**src/rtl/pmp_pkg.sv**
```systemverilog
// Shared PMP definitions: CSR map, cfg byte layout, encodings and the region descriptor.
package pmp_pkg;

  localparam logic [11:0] CSR_PMPCFG0  = 12'h3A0;
  localparam logic [11:0] CSR_PMPADDR0 = 12'h3B0;

  // pmpcfg byte bit positions
  localparam int CFG_R    = 0;
  localparam int CFG_W    = 1;
  localparam int CFG_X    = 2;
  localparam int CFG_A_LO = 3;
  localparam int CFG_A_HI = 4;
  localparam int CFG_L    = 7;

  typedef enum logic [1:0] {A_OFF = 2'd0, A_TOR = 2'd1, A_NA4 = 2'd2, A_NAPOT = 2'd3} pmp_a_e;

  typedef enum logic [1:0] {ERR_OK = 2'd0, ERR_LOCKED = 2'd1, ERR_RANGE = 2'd2} pmp_err_e;

  typedef enum logic [2:0] {
    S_IDLE, S_RD_CFG, S_RD_PREV, S_WR_LO, S_WR_HI, S_WR_CFG, S_RESP
  } pmp_state_e;

  typedef struct packed {
    logic [3:0]  idx;
    logic [31:0] base;
    logic [31:0] top;
    logic [2:0]  perm;
    logic        lock;
  } pmp_region_t;

  // Pull byte b out of a pmpcfg word.
  function automatic logic [7:0] cfg_byte(input logic [31:0] w, input logic [1:0] b);
    return w[{b, 3'b000} +: 8];
  endfunction

  // Build a TOR cfg byte; perm is {X,W,R}.
  function automatic logic [7:0] tor_cfg(input logic lock, input logic [2:0] perm);
    logic [7:0] c;
    c                    = '0;
    c[CFG_L]             = lock;
    c[CFG_A_HI:CFG_A_LO] = A_TOR;
    c[CFG_X:CFG_R]       = perm;
    return c;
  endfunction

endpackage

```
**src/rtl/pmp_cfg_byte_merge.sv**
```systemverilog
// Replace one byte of a pmpcfg word, leaving the other three untouched.
module pmp_cfg_byte_merge (
  input  logic [31:0] word_i,
  input  logic [1:0]  byte_idx_i,
  input  logic [7:0]  byte_i,
  output logic [31:0] word_o
);

  // Overlay the new byte onto the original word
  always_comb begin
    word_o = word_i;
    word_o[{byte_idx_i, 3'b000} +: 8] = byte_i;
  end

endmodule

```
**src/rtl/pmp_tor_programmer.sv**
```systemverilog
// Sequencer that programs a PMP TOR region: read cfg words, check locks,
// write lower bound, upper bound, then the cfg byte last.
module pmp_tor_programmer
  import pmp_pkg::*;
#(
  parameter int PMP_ENTRIES = 16,
  parameter int XLEN        = 32
) (
  input  logic                           clk,
  input  logic                           rst_n,
  input  logic                           req_valid,
  output logic                           req_ready,
  input  logic [$clog2(PMP_ENTRIES)-1:0] req_idx,
  input  logic [XLEN-1:0]                req_base,
  input  logic [XLEN-1:0]                req_top,
  input  logic [2:0]                     req_perm,
  input  logic                           req_lock,
  output logic                           rsp_valid,
  output logic [1:0]                     rsp_err,
  output logic                           csr_req,
  output logic                           csr_we,
  output logic [11:0]                    csr_addr,
  output logic [XLEN-1:0]                csr_wdata,
  input  logic [XLEN-1:0]                csr_rdata,
  input  logic                           csr_ack
);

  pmp_state_e  state_q, state_d;
  pmp_region_t reg_q, reg_d;
  pmp_err_e    rsp_err_q, rsp_err_d;
  logic [31:0] cfg_q, cfg_d, csr_wdata_q, csr_wdata_d, merged_word;
  logic [11:0] csr_addr_q, csr_addr_d;
  logic        csr_req_q, csr_req_d, csr_we_q, csr_we_d, rsp_valid_q, rsp_valid_d;
  logic        ack, range_bad;
  logic [3:0]  idx_prev;
  logic [7:0]  rd_own_byte, held_own_byte, rd_prev_byte, new_byte;

  assign ack           = csr_req_q & csr_ack;
  assign idx_prev      = reg_q.idx - 4'd1;
  assign rd_own_byte   = cfg_byte(csr_rdata, reg_q.idx[1:0]);
  assign held_own_byte = cfg_byte(cfg_q, reg_q.idx[1:0]);
  assign rd_prev_byte  = cfg_byte(csr_rdata, idx_prev[1:0]);
  assign new_byte      = tor_cfg(reg_q.lock, reg_q.perm);

  // Entry 0 has an implicit bottom of 0, so any other base is unrepresentable
  assign range_bad = (req_base[1:0] != 2'b00) || (req_top[1:0] != 2'b00) ||
                     (req_base >= req_top) || ((req_idx == 4'd0) && (req_base != 32'd0));

  pmp_cfg_byte_merge u_merge (
    .word_i     (cfg_q),
    .byte_idx_i (reg_q.idx[1:0]),
    .byte_i     (new_byte),
    .word_o     (merged_word)
  );

  // Next-state and registered-output computation
  always_comb begin
    state_d     = state_q;
    reg_d       = reg_q;
    cfg_d       = cfg_q;
    csr_req_d   = csr_req_q;
    csr_we_d    = csr_we_q;
    csr_addr_d  = csr_addr_q;
    csr_wdata_d = csr_wdata_q;
    rsp_valid_d = 1'b0;
    rsp_err_d   = rsp_err_q;
    case (state_q)
      S_IDLE: if (req_valid) begin
        reg_d = '{idx: req_idx, base: req_base, top: req_top, perm: req_perm, lock: req_lock};
        if (range_bad) begin
          state_d     = S_RESP;
          rsp_valid_d = 1'b1;
          rsp_err_d   = ERR_RANGE;
        end else begin
          state_d    = S_RD_CFG;
          csr_req_d  = 1'b1;
          csr_we_d   = 1'b0;
          csr_addr_d = CSR_PMPCFG0 + {10'd0, req_idx[3:2]};
        end
      end
      S_RD_CFG: if (ack) begin
        cfg_d = csr_rdata;
        if (reg_q.idx != 4'd0) begin
          state_d    = S_RD_PREV;
          csr_addr_d = CSR_PMPCFG0 + {10'd0, idx_prev[3:2]};
        end else if (rd_own_byte[CFG_L]) begin
          state_d     = S_RESP;
          csr_req_d   = 1'b0;
          csr_we_d    = 1'b0;
          rsp_valid_d = 1'b1;
          rsp_err_d   = ERR_LOCKED;
        end else begin
          state_d     = S_WR_HI;
          csr_we_d    = 1'b1;
          csr_addr_d  = CSR_PMPADDR0 + {8'd0, reg_q.idx};
          csr_wdata_d = {2'b00, reg_q.top[31:2]};
        end
      end
      S_RD_PREV: if (ack) begin
        if (held_own_byte[CFG_L] || rd_prev_byte[CFG_L]) begin
          state_d     = S_RESP;
          csr_req_d   = 1'b0;
          csr_we_d    = 1'b0;
          rsp_valid_d = 1'b1;
          rsp_err_d   = ERR_LOCKED;
        end else begin
          state_d     = S_WR_LO;
          csr_we_d    = 1'b1;
          csr_addr_d  = CSR_PMPADDR0 + {8'd0, idx_prev};
          csr_wdata_d = {2'b00, reg_q.base[31:2]};
        end
      end
      S_WR_LO: if (ack) begin
        state_d     = S_WR_HI;
        csr_addr_d  = CSR_PMPADDR0 + {8'd0, reg_q.idx};
        csr_wdata_d = {2'b00, reg_q.top[31:2]};
      end
      S_WR_HI: if (ack) begin
        state_d     = S_WR_CFG;
        csr_addr_d  = CSR_PMPCFG0 + {10'd0, reg_q.idx[3:2]};
        csr_wdata_d = merged_word;
      end
      S_WR_CFG: if (ack) begin
        state_d     = S_RESP;
        csr_req_d   = 1'b0;
        csr_we_d    = 1'b0;
        rsp_valid_d = 1'b1;
        rsp_err_d   = ERR_OK;
      end
      S_RESP:  state_d = S_IDLE;
      default: state_d = S_IDLE;
    endcase
  end

  // State and output registers; reset abandons any in-flight access
  always_ff @(posedge clk or negedge rst_n) begin
    if (!rst_n) begin
      state_q     <= S_IDLE;
      reg_q       <= '0;
      cfg_q       <= '0;
      csr_req_q   <= 1'b0;
      csr_we_q    <= 1'b0;
      csr_addr_q  <= '0;
      csr_wdata_q <= '0;
      rsp_valid_q <= 1'b0;
      rsp_err_q   <= ERR_OK;
    end else begin
      state_q     <= state_d;
      reg_q       <= reg_d;
      cfg_q       <= cfg_d;
      csr_req_q   <= csr_req_d;
      csr_we_q    <= csr_we_d;
      csr_addr_q  <= csr_addr_d;
      csr_wdata_q <= csr_wdata_d;
      rsp_valid_q <= rsp_valid_d;
      rsp_err_q   <= rsp_err_d;
    end
  end

  assign req_ready = (state_q == S_IDLE);
  assign rsp_valid = rsp_valid_q;
  assign rsp_err   = rsp_err_q;
  assign csr_req   = csr_req_q;
  assign csr_we    = csr_we_q;
  assign csr_addr  = csr_addr_q;
  assign csr_wdata = csr_wdata_q;

endmodule

```
**config.mk**
```make
export PLATFORM = sky130hd
export DESIGN_NAME = pmp_tor_programmer
export DESIGN_NICKNAME = d
export VERILOG_FILES = /design/src/rtl/pmp_pkg.sv /design/src/rtl/pmp_cfg_byte_merge.sv /design/src/rtl/pmp_tor_programmer.sv
export SDC_FILE = /design/constraint.sdc
export NUM_CORES = 1
export LEC_CHECK = 0
export ABC_AREA = 1
export CAP_MARGIN = 20
export CORE_MARGIN = 2
export CORE_UTILIZATION = 35
export CTS_CLUSTER_DIAMETER = 150
export CTS_CLUSTER_SIZE = 25
export DETAILED_ROUTE_END_ITERATION = 12
export SYNTH_ARGS = -nofsm -noshare
export SYNTH_HDL_FRONTEND = slang
export SYNTH_HIERARCHICAL = 1
export SYNTH_SLANG_ARGS = --single-unit
```
**constraint.sdc**
```tcl
create_clock -name clk -period 6.05 [get_ports clk]
set_input_delay 0.9075 -clock clk [delete_from_list [all_inputs] [get_ports clk]]
set_output_delay 0.9075 -clock clk [all_outputs]
set_load 0.01 [all_outputs]
```
### Word-level counts from Yosys, hierarchy flattened

Cells that the tools add are included.

| word-level totals | value |
|---|---|
| flip-flop bits (word level) | 156 |
| bits in latches | 0 |
| memory bits (writable) | 0 |
| memory bits (read-only) | 0 |
| output and inout port bits | 50 |
| logic and storage cells | 133 |
| memories kept | 0 |

| operators by class | value |
|---|---|
| add/sub/neg operators | 7 |
| $mul | 0 |
| divide/modulo/power cells | 0 |
| order comparisons | 1 |
| equality and inequality tests | 19 |
| shift-type cells | 5 |
| muxes and demuxes | 65 |
| bitwise logic cells | 1 |
| reduce and logical (&&, ||, !) cells | 22 |

Operator list:

| cell | count |
|---|---|
| 2-to-1 mux 32 bit | 7 |
| one-hot mux 32 bit (4 select lines) | 1 |
| 2-to-1 mux 12 bit | 9 |
| indexed part select 32 x 6 -> 8 bit | 3 |
| one-hot mux 12 bit (5 select lines) | 1 |
| adder 10 x 2 -> 11 bit (first input constant) | 3 |
| bitwise mux 32 bit | 1 |
| >= comparator 32 bit | 1 |
| nonzero test 32 bit | 1 |
| variable shift 8 x 7 -> 32 bit (first input constant) | 1 |
| indexed part select 8 x 7 -> 32 bit | 1 |
| 2-to-1 mux 3 bit | 9 |
| AND reduction 9 bit | 3 |
| != test 2 bit (second input constant) | 12 |
| 2-to-1 mux 1 bit | 23 |
| adder 10 x 4 -> 11 bit (first input constant) | 2 |
| 2-to-1 mux 2 bit | 9 |
| one-hot mux 3 bit (6 select lines) | 1 |
| one-hot mux 1 bit (4 select lines) | 3 |
| nonzero test 4 bit | 3 |
| one-hot mux 2 bit (4 select lines) | 1 |
| AND reduction 8 bit | 1 |
| negation 5 -> 7 bit | 1 |
| AND reduction 7 bit | 1 |
| other kinds (15) | 22 |

### Logic depth before layout (Yosys ltp)

| depth | value |
|---|---|
| depth in word-level cells | 7 |
| gate-level depth with buffers | 20 |
| depth with buffers taken out | 19 |

### Hierarchy

Netlist, hierarchy kept.

By module, submodules not included:

| module | times used | cells an instance | area an instance (um2) | seq. area each (um2) |
|---|---|---|---|---|
| pmp_tor_programmer | 1 | 908 | 7554.7 | 3653.5 |
| pmp_cfg_byte_merge | 1 | 142 | 641.9 | 0.0 |

### Worst setup path before layout

Ideal clock, no wire load.

| timing path | value |
|---|---|
| path type | input to register |
| start point | input req_top[31] |
| end point | register csr_req_q, in the netlist csr_req |
| library setup time | 0.117 ns |
| arrival | 2.283 ns |
| required time | 5.933 ns |
| setup slack | 3.650 ns |
| stages | 13 |
| path buffers | 1 |
| cell sequence | inv_1 ha_1 a21oi_1 nand3_1 a31oi_1 o21ai_0 a21oi_1 nand2_1 nand2_1 buf_2 nand2_1 nand2_1 nand2_1 |

| on the way | value |
|---|---|
| cells in the longest elaborated chain, start to end | 5 |

RTL lines:

| what | RTL line | RTL |
|---|---|---|
| from (decl) | pmp_tor_programmer.sv:15 | `input logic [XLEN-1:0] req_top,` |
| >= comparator 32 bit | pmp_tor_programmer.sv:47 | `(req_base >= req_top) \|\| ((req_idx == 4'd0) && (req_base != 32'd0));` |
| logical OR 1 bit | pmp_tor_programmer.sv:46 | `assign range_bad = (req_base[1:0] != 2'b00) \|\| (req_top[1:0] != 2'b00) \|\|` |
| logical OR 1 bit | pmp_tor_programmer.sv:47 |  |
| != test 2 bit (no line) | n/a |  |
| AND reduction 9 bit (no line) | n/a |  |
| to (signal assigned) | pmp_tor_programmer.sv:151 | `csr_req_q <= csr_req_d;` |
| to (decl) | pmp_tor_programmer.sv:33 | `logic csr_req_q, csr_req_d, csr_we_q, csr_we_d, rsp_valid_q, rsp_valid_d;` |

No other way between the ends.
A chain may end at the register's enable or synchronous reset.

### Final worst setup path

| timing path | value |
|---|---|
| start point | register reg_q[68] (netlist bit) |
| end point | register csr_wdata_q[31], in the netlist csr_wdata[31] |

| on the way | value |
|---|---|
| cells in the longest elaborated chain, start to end | 5 |
| elaborated cells between the ends (all ways) | 16 |
| classes of those cells | 2 x add/sub; 3 x eq/ne; 5 x shift; 3 x mux; 3 x reduce/logical |

RTL lines:

| what | RTL line | RTL |
|---|---|---|
| from (decl) | pmp_tor_programmer.sv:29 | `pmp_region_t reg_q, reg_d;` |
| from (signal assigned) | pmp_tor_programmer.sv:149 | `reg_q <= reg_d;` |
| subtractor 4 x 1 -> 4 bit / negation 5 -> 7 bit (equally long branches) | pmp_tor_programmer.sv:39, pmp_cfg_byte_merge.sv:12 |  |
| indexed part select 32 x 6 -> 8 bit (tied with other cells) | pmp_pkg.sv:33 | `return w[{b, 3'b000} +: 8];` |
| logical OR 1 bit / bitwise mux 32 bit (equally long branches) | pmp_tor_programmer.sv:100, pmp_cfg_byte_merge.sv:12 |  |
| != test 2 bit (no line) / 2-to-1 mux 32 bit (equally long branches) | n/a |  |
| AND reduction 8 bit (no line) / one-hot mux 32 bit (4 select lines) (equally long branches) | n/a |  |
| to (signal assigned) | pmp_tor_programmer.sv:154 | `csr_wdata_q <= csr_wdata_d;` |
| to (decl) | pmp_tor_programmer.sv:31 | `logic [31:0] cfg_q, cfg_d, csr_wdata_q, csr_wdata_d, merged_word;` |

Several ways; a longest one is shown, not always the timed one. The select of a mux whose other input is x is not followed.

==> reports/results.ini <==
[outcome]
status=finished, final reports clean

[sta]
finalClockSkew_ps=9.79
slew_violations=0
final-setup-viol-count=0
hold_viol=0
relSlewSlack=0.377
fin_tns_setup_ps=0
rsz0062_at_grt=false
min_period_ps=3370
fmax_ghz=0.297
tightest_slew_ps=935
finalCritPeriodShare=0.557

[place]
place_hpwl_um=17800
place_congestion=0.877
port_buffers=154

[routing]
drc=0
drt-pass1-iter-count=5
viasPerCell=4.72
drt_iter0_markers=462
via_count=7149
wire_per_inst_um=15.5
antenna_left=0
wl_um=23500

[grt]
grt_pass1_wl_um=37200
antenna_found_initial=0
grt_max_degree=110
grt-ovfl-total=0
grt_pass1_vias=6874
grt.total_usage=0.196

[worst_setup_path]
startpoint_type=flop
crit_path_max_fanout=33
criticalPathCategory=flop to flop
cp_data_arrival_time_ps=3730
endpoint_kind=flop
worst_ep_required_time_ps=6410

[finish]
drive_gt1_frac=0.0873
syn2layout_area_growth_pct=28.3
layout.nets=1337
num-fill-cells=2356
diodes=0

[hold_path]
hold_path.class=flop to flop

[power]
p_leak_nw=5.33
total_power_mw=5.04
ir_drop_mv=0.212
p_per_area_nw_per_um2=479

[clock_tree]
cts_tree=yes
cts_root_buf=clkbuf_16
post_cts_buffers=0
cts_max_path_buffers=2
cts_hold_buf=0
numCtsBuffers=17
htree_levels=4
cts_resized=0
cts_num_sinks=146
clk_pin_slew_worst_paths_ps=60
clk-insertion-delay-late_ps=420

[synth]
synthFlopType=dfrtp_1
synth-adder-area-share=0.0580
synthCells=1050
ys_seq_area_frac=0.446
synthSimpleGateAreaFrac=0.272
yosysMostFrequentCell=nand2_1
synthMuxAreaShare=0.0453
synth.top_cells.by_count=nand2_1 (390), dfrtp_1 (146), inv_1 (101), o21ai_0 (101), nand3_1 (52)
async_flop_share=1.00
avgSynthCellArea_um2=7.81
synth_edf_count=0
synth_top_family_by_area=simple AND/OR/NAND/NOR gates
ys_types=39
yosys_register_bits=146
yosys_warnings=6
synth-xor-area-share=0.00214
synth_compound_area_frac=0.0920
synthTopCellsByArea=dfrtp_1 (45%), nand2_1 (18%), o21ai_0 (6.2%), ha_1 (5.8%), inv_1 (4.6%)
yosysTopAreaCell=dfrtp_1
yosysTopAreaCellShare=0.446
netlist_area_um2=8200

[die]
ios=158
start_util=0.359
rows=55
fp.dieArea_um2=24700
die_h_um=157
die_w_um=157
core-area_um2=22800

[flow_run]
drv_cap=0

[cell type report]
cell class | instances | area, µm² | share of cell area
well taps | 313 | 392 | 0.0372
clock buffers | 19 | 443 | 0.0421
clock inverters | 12 | 123 | 0.0117
inverters | 115 | 442 | 0.0420
multi-input cells | 753 | 3890 | 0.370
repair buffers | 158 | 1570 | 0.150
flip-flops and latches | 146 | 3650 | 0.347
[worst max-delay path, stage by stage (launching register included)]
cell and delay (ps):
dfrtp_1 650, inv_2 160, ha_1 410, nand2_1 100, o2111ai_1 120, nand2_1 190, nor2_4 60, inv_2 60
nand3_2 500, nor2_4 800, nand3_1 140, nand2_1 100
[placed cells by master, fill, tap and decap left out, types with 3 or more instances in the layout]
master and n:
nor3_1 3, dfrtp_1 146, clkinv_4 3, nand3_1 52
nor2_2 3, clkdlybuf4s50_1 153, ha_1 38, a21oi_1 24
inv_1 101, inv_6 5, o21ai_0 101, nand2_2 6
mux2_2 33, o22ai_1 3, buf_4 4, nand2_1 389
nor2_1 34, nand4_1 22, o21ai_1 8, conb_1 11
clkbuf_16 17, nor2_4 8, inv_2 10
[power by group]
| part | internal (mW) | total (mW) | switching, mW |
|---|---|---|---|
| logic | 0.865 | 2.27 | 1.41 |
| clock network | 0.583 | 1.02 | 0.439 |
| registers | 1.41 | 1.74 | 0.332 |
| total | 2.86 | 5.04 | 2.18 |
[per-layer routing]
layer  global-route usage  part of all wire
met5                    0                 0
met4               0.0602             0.016
met3               0.0297             0.044
met2                0.299              0.44
met1                0.286              0.50
[through the flow]
stage	worst slack, ps	utilization	hold WS (ps)	cell area (µm²)	std cells
2_1_floorplan	3650	-	453	8230	1059
3_3_place_gp	2430	0.436	456	9950	1485
3_5_place_dp	2420	0.436	464	9950	1485
4_1_cts	2670	0.460	481	10500	1516
5_1_grt	2380	0.460	502	10500	1516
6_report	2680	0.460	474	10500	1516
[sequential cells by signal, indices dropped and copies added, names as in the netlist]
name,count
csr_we,1
new_byte,4
rsp_err,2
rsp_valid,1
csr_req,1
state_q,3
reg_q,64
cfg_q,32
csr_addr,6
csr_wdata,32
[worst paths after layout]
kind	from	endpoint	slack, ps	cells past startpoint
setup reg to reg	reg_q[68]	csr_wdata[31]	2680	11
setup / recovery	reg_q[68]	csr_wdata[31]	2680	11
hold reg to reg	csr_addr[2]	csr_addr[2]	470	2
hold / removal	csr_addr[2]	csr_addr[2]	470	2
max in group asynchronous	rst_n	reg_q[66]	4230	2
min in group asynchronous	rst_n	csr_addr[8]	560	1
[kinds of logic (layout without fill, tap and decap cells)]
family | count (synthesis) | count (layout)
simple gates | 524 | 524
fa+ha+maj | 38 | 38
buf+inv | 160 | 304
mux | 33 | 33
flops | 146 | 146
other cells | 2 | 11
xor+xnor | 2 | 2
compound gates | 145 | 145
No activity file was read; power rests on OpenSTA's default activity.
